--- config.mk ---
export PLATFORM = sky130hd
export DESIGN_NAME = riscv_writeback
export DESIGN_NICKNAME = d
export VERILOG_FILES = /design/src/rtl/riscv_writeback.sv
export SDC_FILE = /design/constraint.sdc
export NUM_CORES = 1
export LEC_CHECK = 0
export ABC_AREA = 1
export BUFFER_PORTS_ARGS = -buffer_cell sky130_fd_sc_hd__buf_2
export CAP_MARGIN = 20
export CELL_PAD_IN_SITES_DETAIL_PLACEMENT = 1
export CELL_PAD_IN_SITES_GLOBAL_PLACEMENT = 1
export CORE_MARGIN = 5
export CORE_UTILIZATION = 45
export DETAILED_ROUTE_END_ITERATION = 8
export PLACE_DENSITY = 0.94
export SYNTH_ARGS = -nofsm -noshare
export SYNTH_HDL_FRONTEND = slang
export SYNTH_SLANG_ARGS = --single-unit
--- constraint.sdc ---
create_clock -name clock -period 5.7 [get_ports clock]
set_input_delay 0.855 -clock clock [delete_from_list [all_inputs] [get_ports clock]]
set_output_delay 0.855 -clock clock [all_outputs]
set_load 0.03 [all_outputs]
--- src/rtl/riscv_writeback.sv ---
// Write-back queue: buffers ALU and load results in order and drains one per cycle to the
// register-file write port. Optional forwarding is enabled with RISCV_WB_FORWARD_EN.
module riscv_writeback #(
  parameter int unsigned FIFO_DEPTH = 4,
  parameter int unsigned REG_COUNT  = 32
) (
  input  logic                         clock,
  input  logic                         reset,
  input  logic                         mem_valid,
  input  logic [$clog2(REG_COUNT)-1:0] mem_rd_index,
  input  logic [31:0]                  mem_rd,
  output logic                         mem_ready,
  input  logic                         alu_valid,
  input  logic [$clog2(REG_COUNT)-1:0] alu_rd_index,
  input  logic [31:0]                  alu_rd,
  output logic                         alu_ready,
  output logic                         enable_write_rd,
  output logic [$clog2(REG_COUNT)-1:0] rd_index,
  output logic [31:0]                  rd,
  input  logic [$clog2(REG_COUNT)-1:0] rs1_index,
  input  logic [$clog2(REG_COUNT)-1:0] rs2_index,
  output logic                         rs1_busy,
  output logic                         rs2_busy,
  output logic                         rs1_fwd,
  output logic [31:0]                  rs1_fwd_data,
  output logic                         rs2_fwd,
  output logic [31:0]                  rs2_fwd_data
);

  localparam int unsigned IdxW = $clog2(REG_COUNT);
  localparam int unsigned PtrW = $clog2(FIFO_DEPTH);
  localparam int unsigned CntW = PtrW + 1;

  logic [IdxW-1:0] idx_q  [FIFO_DEPTH];
  logic [IdxW-1:0] idx_d  [FIFO_DEPTH];
  logic [31:0]     data_q [FIFO_DEPTH];
  logic [31:0]     data_d [FIFO_DEPTH];
  logic [PtrW-1:0] head_q, head_d, tail_q, tail_d, alu_slot;
  logic [CntW-1:0] count_q, count_d;
  logic            wr_en_q, wr_en_d;
  logic [IdxW-1:0] wr_idx_q, wr_idx_d;
  logic [31:0]     wr_data_q, wr_data_d;
  logic            mem_push, alu_push, pop;

  // Readiness looks only at the registered count so it never depends on this cycle's valids.
  assign mem_ready = count_q < CntW'(FIFO_DEPTH);
  assign alu_ready = count_q <= CntW'(FIFO_DEPTH - 2);

  assign mem_push = mem_valid & mem_ready & (mem_rd_index != '0);
  assign alu_push = alu_valid & alu_ready & (alu_rd_index != '0);
  assign pop      = count_q != '0;

  always_comb begin
    idx_d     = idx_q;
    data_d    = data_q;
    head_d    = head_q;
    wr_en_d   = pop;
    wr_idx_d  = wr_idx_q;
    wr_data_d = wr_data_q;
    if (pop) begin
      wr_idx_d  = idx_q[head_q];
      wr_data_d = data_q[head_q];
      head_d    = head_q + PtrW'(1);
    end
    // The load result is older, so it takes the first free slot.
    alu_slot = tail_q + PtrW'(mem_push);
    if (mem_push) begin
      idx_d[tail_q]  = mem_rd_index;
      data_d[tail_q] = mem_rd;
    end
    if (alu_push) begin
      idx_d[alu_slot]  = alu_rd_index;
      data_d[alu_slot] = alu_rd;
    end
    tail_d  = tail_q + PtrW'(mem_push) + PtrW'(alu_push);
    count_d = count_q - CntW'(pop) + CntW'(mem_push) + CntW'(alu_push);
  end

  always_ff @(posedge clock or negedge reset) begin
    if (!reset) begin
      for (int i = 0; i < int'(FIFO_DEPTH); i++) begin
        idx_q[i]  <= '0;
        data_q[i] <= '0;
      end
      head_q    <= '0;
      tail_q    <= '0;
      count_q   <= '0;
      wr_en_q   <= 1'b0;
      wr_idx_q  <= '0;
      wr_data_q <= '0;
    end else begin
      idx_q     <= idx_d;
      data_q    <= data_d;
      head_q    <= head_d;
      tail_q    <= tail_d;
      count_q   <= count_d;
      wr_en_q   <= wr_en_d;
      wr_idx_q  <= wr_idx_d;
      wr_data_q <= wr_data_d;
    end
  end

  assign enable_write_rd = wr_en_q;
  assign rd_index        = wr_idx_q;
  assign rd              = wr_data_q;

  logic [IdxW-1:0] rs_idx [2];
  logic            rs_hit [2];
  logic [PtrW-1:0] slot;

  assign rs_idx[0] = rs1_index;
  assign rs_idx[1] = rs2_index;

`ifdef RISCV_WB_FORWARD_EN
  logic [31:0] rs_data [2];

  // Walk oldest to youngest so the youngest matching entry wins; output stage is oldest.
  always_comb begin
    slot = head_q;
    for (int r = 0; r < 2; r++) begin
      rs_hit[r]  = wr_en_q && (wr_idx_q == rs_idx[r]);
      rs_data[r] = rs_hit[r] ? wr_data_q : '0;
      for (int unsigned k = 0; k < FIFO_DEPTH; k++) begin
        slot = head_q + PtrW'(k);
        if ((CntW'(k) < count_q) && (idx_q[slot] == rs_idx[r])) begin
          rs_hit[r]  = 1'b1;
          rs_data[r] = data_q[slot];
        end
      end
      if (rs_idx[r] == '0) begin
        rs_hit[r]  = 1'b0;
        rs_data[r] = '0;
      end
    end
  end

  assign rs1_busy     = 1'b0;
  assign rs2_busy     = 1'b0;
  assign rs1_fwd      = rs_hit[0];
  assign rs2_fwd      = rs_hit[1];
  assign rs1_fwd_data = rs_data[0];
  assign rs2_fwd_data = rs_data[1];
`else
  always_comb begin
    slot = head_q;
    for (int r = 0; r < 2; r++) begin
      rs_hit[r] = wr_en_q && (wr_idx_q == rs_idx[r]);
      for (int unsigned k = 0; k < FIFO_DEPTH; k++) begin
        slot = head_q + PtrW'(k);
        if ((CntW'(k) < count_q) && (idx_q[slot] == rs_idx[r])) rs_hit[r] = 1'b1;
      end
      if (rs_idx[r] == '0) rs_hit[r] = 1'b0;
    end
  end

  assign rs1_busy     = rs_hit[0];
  assign rs2_busy     = rs_hit[1];
  assign rs1_fwd      = 1'b0;
  assign rs2_fwd      = 1'b0;
  assign rs1_fwd_data = '0;
  assign rs2_fwd_data = '0;
`endif

endmodule

; ---- After elaboration in Yosys (flattened, before gate mapping)
; Index checks and enable logic that the tools add are counted.
[word_totals]
input_bits = 88
register_bits = 193
elab_cells = 114
out_inout_bits = 108
[op_classes]
n_eq_ne = 10
order_cmp = 14
n_mux = 41
n_bitwise = 10
n_reduce_logical = 17
n_addsub = 8
[op_table]
columns = operator, count
row1 = 128-bit bitwise mux, 2
row2 = 128-bit two-way mux, 2
row3 = 32-bit demux with 2-bit select, 2
row4 = 32-bit two-way mux, 4
row5 = 32-bit binary-select mux with 2-bit select, 1
row6 = 5-bit equality test, 10
row7 = 5-bit two-way mux, 10
row8 = 5-bit binary-select mux with 2-bit select, 4
row9 = 20-bit bitwise mux, 2
row10 = 20-bit two-way mux, 2
row11 = 5-bit demux with 2-bit select, 2
row12 = 3-bit greater-or-equal comparator (second input constant), 6
row13 = 2-bit NOT with 3-bit output, 6
row14 = 1-bit logical AND, 12
row15 = 5-bit zero test, 2
row16 = 1-bit two-way mux, 10
row17 = 5-bit nonzero test, 2
row18 = 3-bit by 1-bit adder with 3-bit output, 2
row19 = 1-bit by 3-bit < comparator with 1-bit output (first input constant), 2
row20 = 2-bit by 3-bit < comparator with 1-bit output (first input constant), 2
row21 = 3-bit by 1-bit < comparator with 1-bit output (second input constant), 2
row22 = 2-bit by 1-bit adder with 2-bit output, 2
row23 = 2-bit adder (second input constant), 2
row24 = 1-bit bitwise AND, 4
row25 = 5 further kinds, 5

; ---- Longest topological paths before layout
[logic_depth]
depth_word = 11
mapped_depth = 14
mapped_depth_nobuf = 14

; ---- Least setup slack after synthesis
; OpenSTA, ideal clock, no wires.
[synth_timing]
path_kind = input -> output
start = input rs1_index[1]
end = output rs1_busy
arrival_time_ns = 1.867
required_ns = 4.845
stages = 8
setup_slack_ns = 2.978
path_buffers = 0
path_cell_list = inv_1 > nand2_1 > o21ai_0 > a221oi_1 > nand3_1 > nand2_1 > nor2_1 > nor2_1
[synth_via]
elab_chain_len = 7
elab_cells_between_ends = 16
classes_between = eq/ne (5) / mux (5) / reduce/logical (6)
[synth_lines]
columns = element, line_no
row1 = from (decl), 20  ; input logic [$clog2(REG_COUNT)-1:0] rs1_index,
row2 = "5-bit equality test, on equally long branches", "147, 150"
row3 = "1-bit logical AND, on equally long branches", "147, 150"
row4 = 1-bit two-way mux (4 in a row), 150  ; if ((CntW'(k) < count_q) && (idx_q[slot] == rs_idx[r])) rs_hit[r] = 1'b1;
row5 = 1-bit two-way mux (*), 152  ; if (rs_idx[r] == '0) rs_hit[r] = 1'b0;
row6 = to (decl), 22  ; output logic rs1_busy,
; Mark *: on every way between the ends. The rest lies on a longest branch, timed or not.

; ---- Worst setup path in the final report
[layout_timing]
start = register head_q[1]
end = output rs2_busy
[layout_via]
elab_chain_len = 11
elab_cells_between_ends = 32
classes_between = add/sub (3) / eq/ne (4) / mux (17) / bitwise (4) / reduce/logical (4)
[layout_lines]
columns = element, line_no
row1 = from (decl), 38  ; logic [PtrW-1:0] head_q, head_d, tail_q, tail_d, alu_slot;
row2 = from (signal assigned), 85  ; head_q <= '0;
row3 = from (signal assigned), 94  ; head_q <= head_d;
row4 = 2-bit by 1-bit adder with 2-bit output / 2-bit NOT with 3-bit output (equally long branches), "149, 150"
row5 = 2-bit NOT with 3-bit output (implied by the code) / 5-bit binary-select mux with 2-bit select (equally long branches), 150
row6 = 5-bit binary-select mux with 2-bit select / 5-bit two-way mux (equally long branches), 150
row7 = 5-bit two-way mux (implied by the code), 150
row8 = 5-bit two-way mux (implied by the code) / 5-bit equality test (equally long branches), 150
row9 = 5-bit equality test / 1-bit logical AND (equally long branches), 150
row10 = 1-bit logical AND / 1-bit two-way mux (equally long branches), 150
row11 = 1-bit two-way mux (2 in a row), 150
row12 = 1-bit two-way mux (*), 150
row13 = 1-bit two-way mux (*), 152
row14 = to (decl), 23  ; output logic rs2_busy,
; Mark *: on every way between the ends. The rest lies on a longest branch, timed or not. The select of a mux whose other input is x is not followed.

==> run metrics <==
vias in the first global route 12172; Antenna Nets Post-Route 0; post-CTS setup buffer count 0; PnR worst setup slack 1.79 ns; Cell Count, Final, Fillers Out 2031; CP Max Fanout 16; critical path's largest stage delay 0.72 ns; largest net degree at the start of global routing 128; Hold-fix buffers, CTS 0; pwr/cell area 679 nW/um^2; Via density 5.73; Hold Crit Class input pin to async pin; largest family of logic cells by synthesized area simple AND/OR/NAND/NOR gates; post-route design area 12900 sq um; post-synthesis mux area share 0; DP Worst Slack 1.81 ns; f_max 256 MHz; Fillers 3333; global-route wire length before repair 64.0 mm; Leak 0.00700 uW; die span in x 172 um; Synth Instances 1611; Reg clk slew, reported paths 0.09 ns; routed len/inst 19.8 um; unrepaired setup endpoints after global routing false; total negative slack 0 ns; num ports 196; Setup crit start kind flip-flop; DR pass1 iterations 5; CTS max path bufs 2; crit end category primary output; clk_lat worst skew 0.45 ns; Final Hold Vio Count 0; cell family with most CP delay simple AND/OR/NAND/NOR gates; fraction of layout cells with a size suffix above 1 0.120; Placed Instances 1998; vias 11631; CTS H-Tree Depth 4; post-CTS resize count 0; Detailed Route Iter0 Violations 839; total gr overflow 0; #FFs+latches synth 193; Worst Path Buf+Inv 2; Tcrit/Tclk final 0.685; residual DRC count 0; wirelength, routed 40.2 mm; cell mode on critical path nand2_1; root buffer cell clkbuf_16; Unique masters post-synth 34; Die Ht 172 um; CP Cell Sequence inv_2, nand2_1, nand2_1, nand2_1, nand2_1, nand2_1, nand2_1, nor2_1, nand3_1, nand2_1, nor2_1, nor2_1, buf_2; Final Setup Violations 0; fin crit period 3.91 ns; status finished clean; WS Path Type flip-flop to primary output; TritonCTS buffer count 17; WP data arrival 3.05 ns; Slew Limit Fails 0; ANT cells 0; Post-DP HPWL 26.1 mm; total track usage 0.270; Initial Utilization 0.456; initial antenna violation count 2; die area 29700 sq um; Core Area 26000 sq um; Slowest-stage cell, CP dfrtp_1; worst hold slack 0.335 ns; Synthesis Warnings 0; sequential-to-total area share from yosys stat 0.408; Worst-Margin Slew 1.06 ns; area delta synth->final 9.21%; Layout Skew 0.0193 ns; Port Buf Inserts 129; relative slew slack 0.294; Max Cap Violations 0; WP data required 4.85 ns; FP Rows 59; CTS tree yes; clk sink count 193; fin nets 1778; placed cell areas 12300 sq um; Avg Cell Area, Syn 7.35 sq um; Post-Synth Simple-Gate Area 0.223; GPL Wtd Cong 0.901; worst ir drop on vdd 0.000312 V; Post-Synth Adder-Cell Area 0.00803; Compound-Gate Fraction of Synth Area 0.193; Mapped Area 11800 sq um; Post-Synth XOR/XNOR Area 0.00518
-- where the power goes --
part | switching, uW | leakage (uW) | total, uW | internal, uW
Clock | 641 | 0.000295 | 1280 | 635
Combinational | 3270 | 0.00441 | 4870 | 1590
Sequential | 522 | 0.00230 | 2640 | 2120
-- stage by stage --
step | total power (uW) | util
2_1_floorplan | 6110 | -
3_5_place_dp | 7350 | 0.473
3_3_place_gp | 7000 | 0.473
6_report | 8780 | 0.498
5_1_grt | 9480 | 0.498
4_1_cts | 8760 | 0.497
-- registers in the layout, indices dropped and copies added, names as in the netlist --
name             count
count_q              3
enable_write_rd      1
rd                  32
idx_q               20
data_q             128
rd_index             5
head_q               2
tail_q               2
-- cells in the mapped netlist, drive strengths merged --
master  number  share of area
o21bai       1        0.00063
inv        236          0.075
conb         1        0.00032
nand4       18         0.0095
nor2        50          0.017
nand3       94          0.041
o21ai      159          0.067
o22ai        2         0.0011
nand2      477           0.15
fa           1         0.0017
a22oi       28          0.018
a221oi       2         0.0015
o211ai     148          0.094
a31oi       15         0.0079
nor3b        1         0.0011
ha           6         0.0063
nor3         4         0.0017
dfrtp      193           0.41
a211oi       1        0.00063
clkbuf      27         0.0086
xnor2        4         0.0030
xor2         3         0.0022
a21oi        7         0.0030
buf        133          0.079
-- cell usage in the layout (no fill, tap or decap), drive strengths merged, types with 2 or more instances in the layout --
cell | netlist | routed
clkbuf | 27 | 18
nand4 | 18 | 18
a21oi | 7 | 7
buf | 133 | 147
conb | 1 | 66
a31oi | 15 | 15
a22oi | 28 | 28
ha | 6 | 6
nand3 | 94 | 94
xnor2 | 4 | 4
xor2 | 3 | 3
o211ai | 148 | 148
nor3 | 4 | 4
a221oi | 2 | 2
o21ai | 159 | 159
inv | 236 | 244
o22ai | 2 | 2
nand2 | 477 | 477
clkinv | 0 | 5
nor2 | 50 | 50
dfrtp | 193 | 193
-- per-layer routing --
metal	vias to the layer above	routed length, um	track usage
met2	402	20600	0.477
met3	92	2340	0.0393
met1	5856	16300	0.337
met4	4	999	0.0960
li1	5277	-	-
met5	-	27	0
-- cells by family (layout without fill, tap and decap cells) --
group / Yosys count / count (layout)
flip-flops: 193 / 193
AND/OR/NAND/NOR: 644 / 644
AO/OA/AOI/OAI: 363 / 363
other: 1 / 66
adder cells (fa/ha/maj): 7 / 7
buffers and inverters: 396 / 416
XOR/XNOR: 7 / 7
-- worst register-to-register path, delay by kind of cell (launching register included) --
kind	cells	cell delay [ns]
AND/OR/NAND/NOR	3	1.12
buffers and inverters	4	1.03
flip-flops	1	0.45
AO/OA/AOI/OAI	2	0.31
adder cells (fa/ha/maj)	1	0.23
XOR/XNOR	1	0.18
-- layout make-up --
cell class | count | area (sq um) | share of cell area
repair buffers | 148 | 842 | 0.0651
well taps | 335 | 419 | 0.0324
flip-flops and latches | 193 | 4830 | 0.373
clock inverters | 15 | 179 | 0.0138
clock buffers | 17 | 425 | 0.0329
multi-input cells | 1087 | 5350 | 0.414
inverters | 236 | 886 | 0.0685
-- path summary, 6_finish.rpt --
kind	start	to	slack, ns	depth (start not counted)
max	head_q[1]$_DFFE_PN0N_	rs2_busy	1.79	13
min	reset	rd[18]$_DFFE_PN0N_	0.33	1
max reg2reg	count_q[2]$_DFF_PN0_	data_q[1]$_DFF_PN0_	2.32	11
min reg2reg	rd[27]$_DFFE_PN0N_	rd[27]$_DFFE_PN0N_	0.48	2
max in group asynchronous	reset	idx_q[13]$_DFF_PN0_	4.46	2
min in group clock	rd[27]$_DFFE_PN0N_	rd[27]$_DFFE_PN0N_	0.48	2
Power figures use the tool's default switching activity.
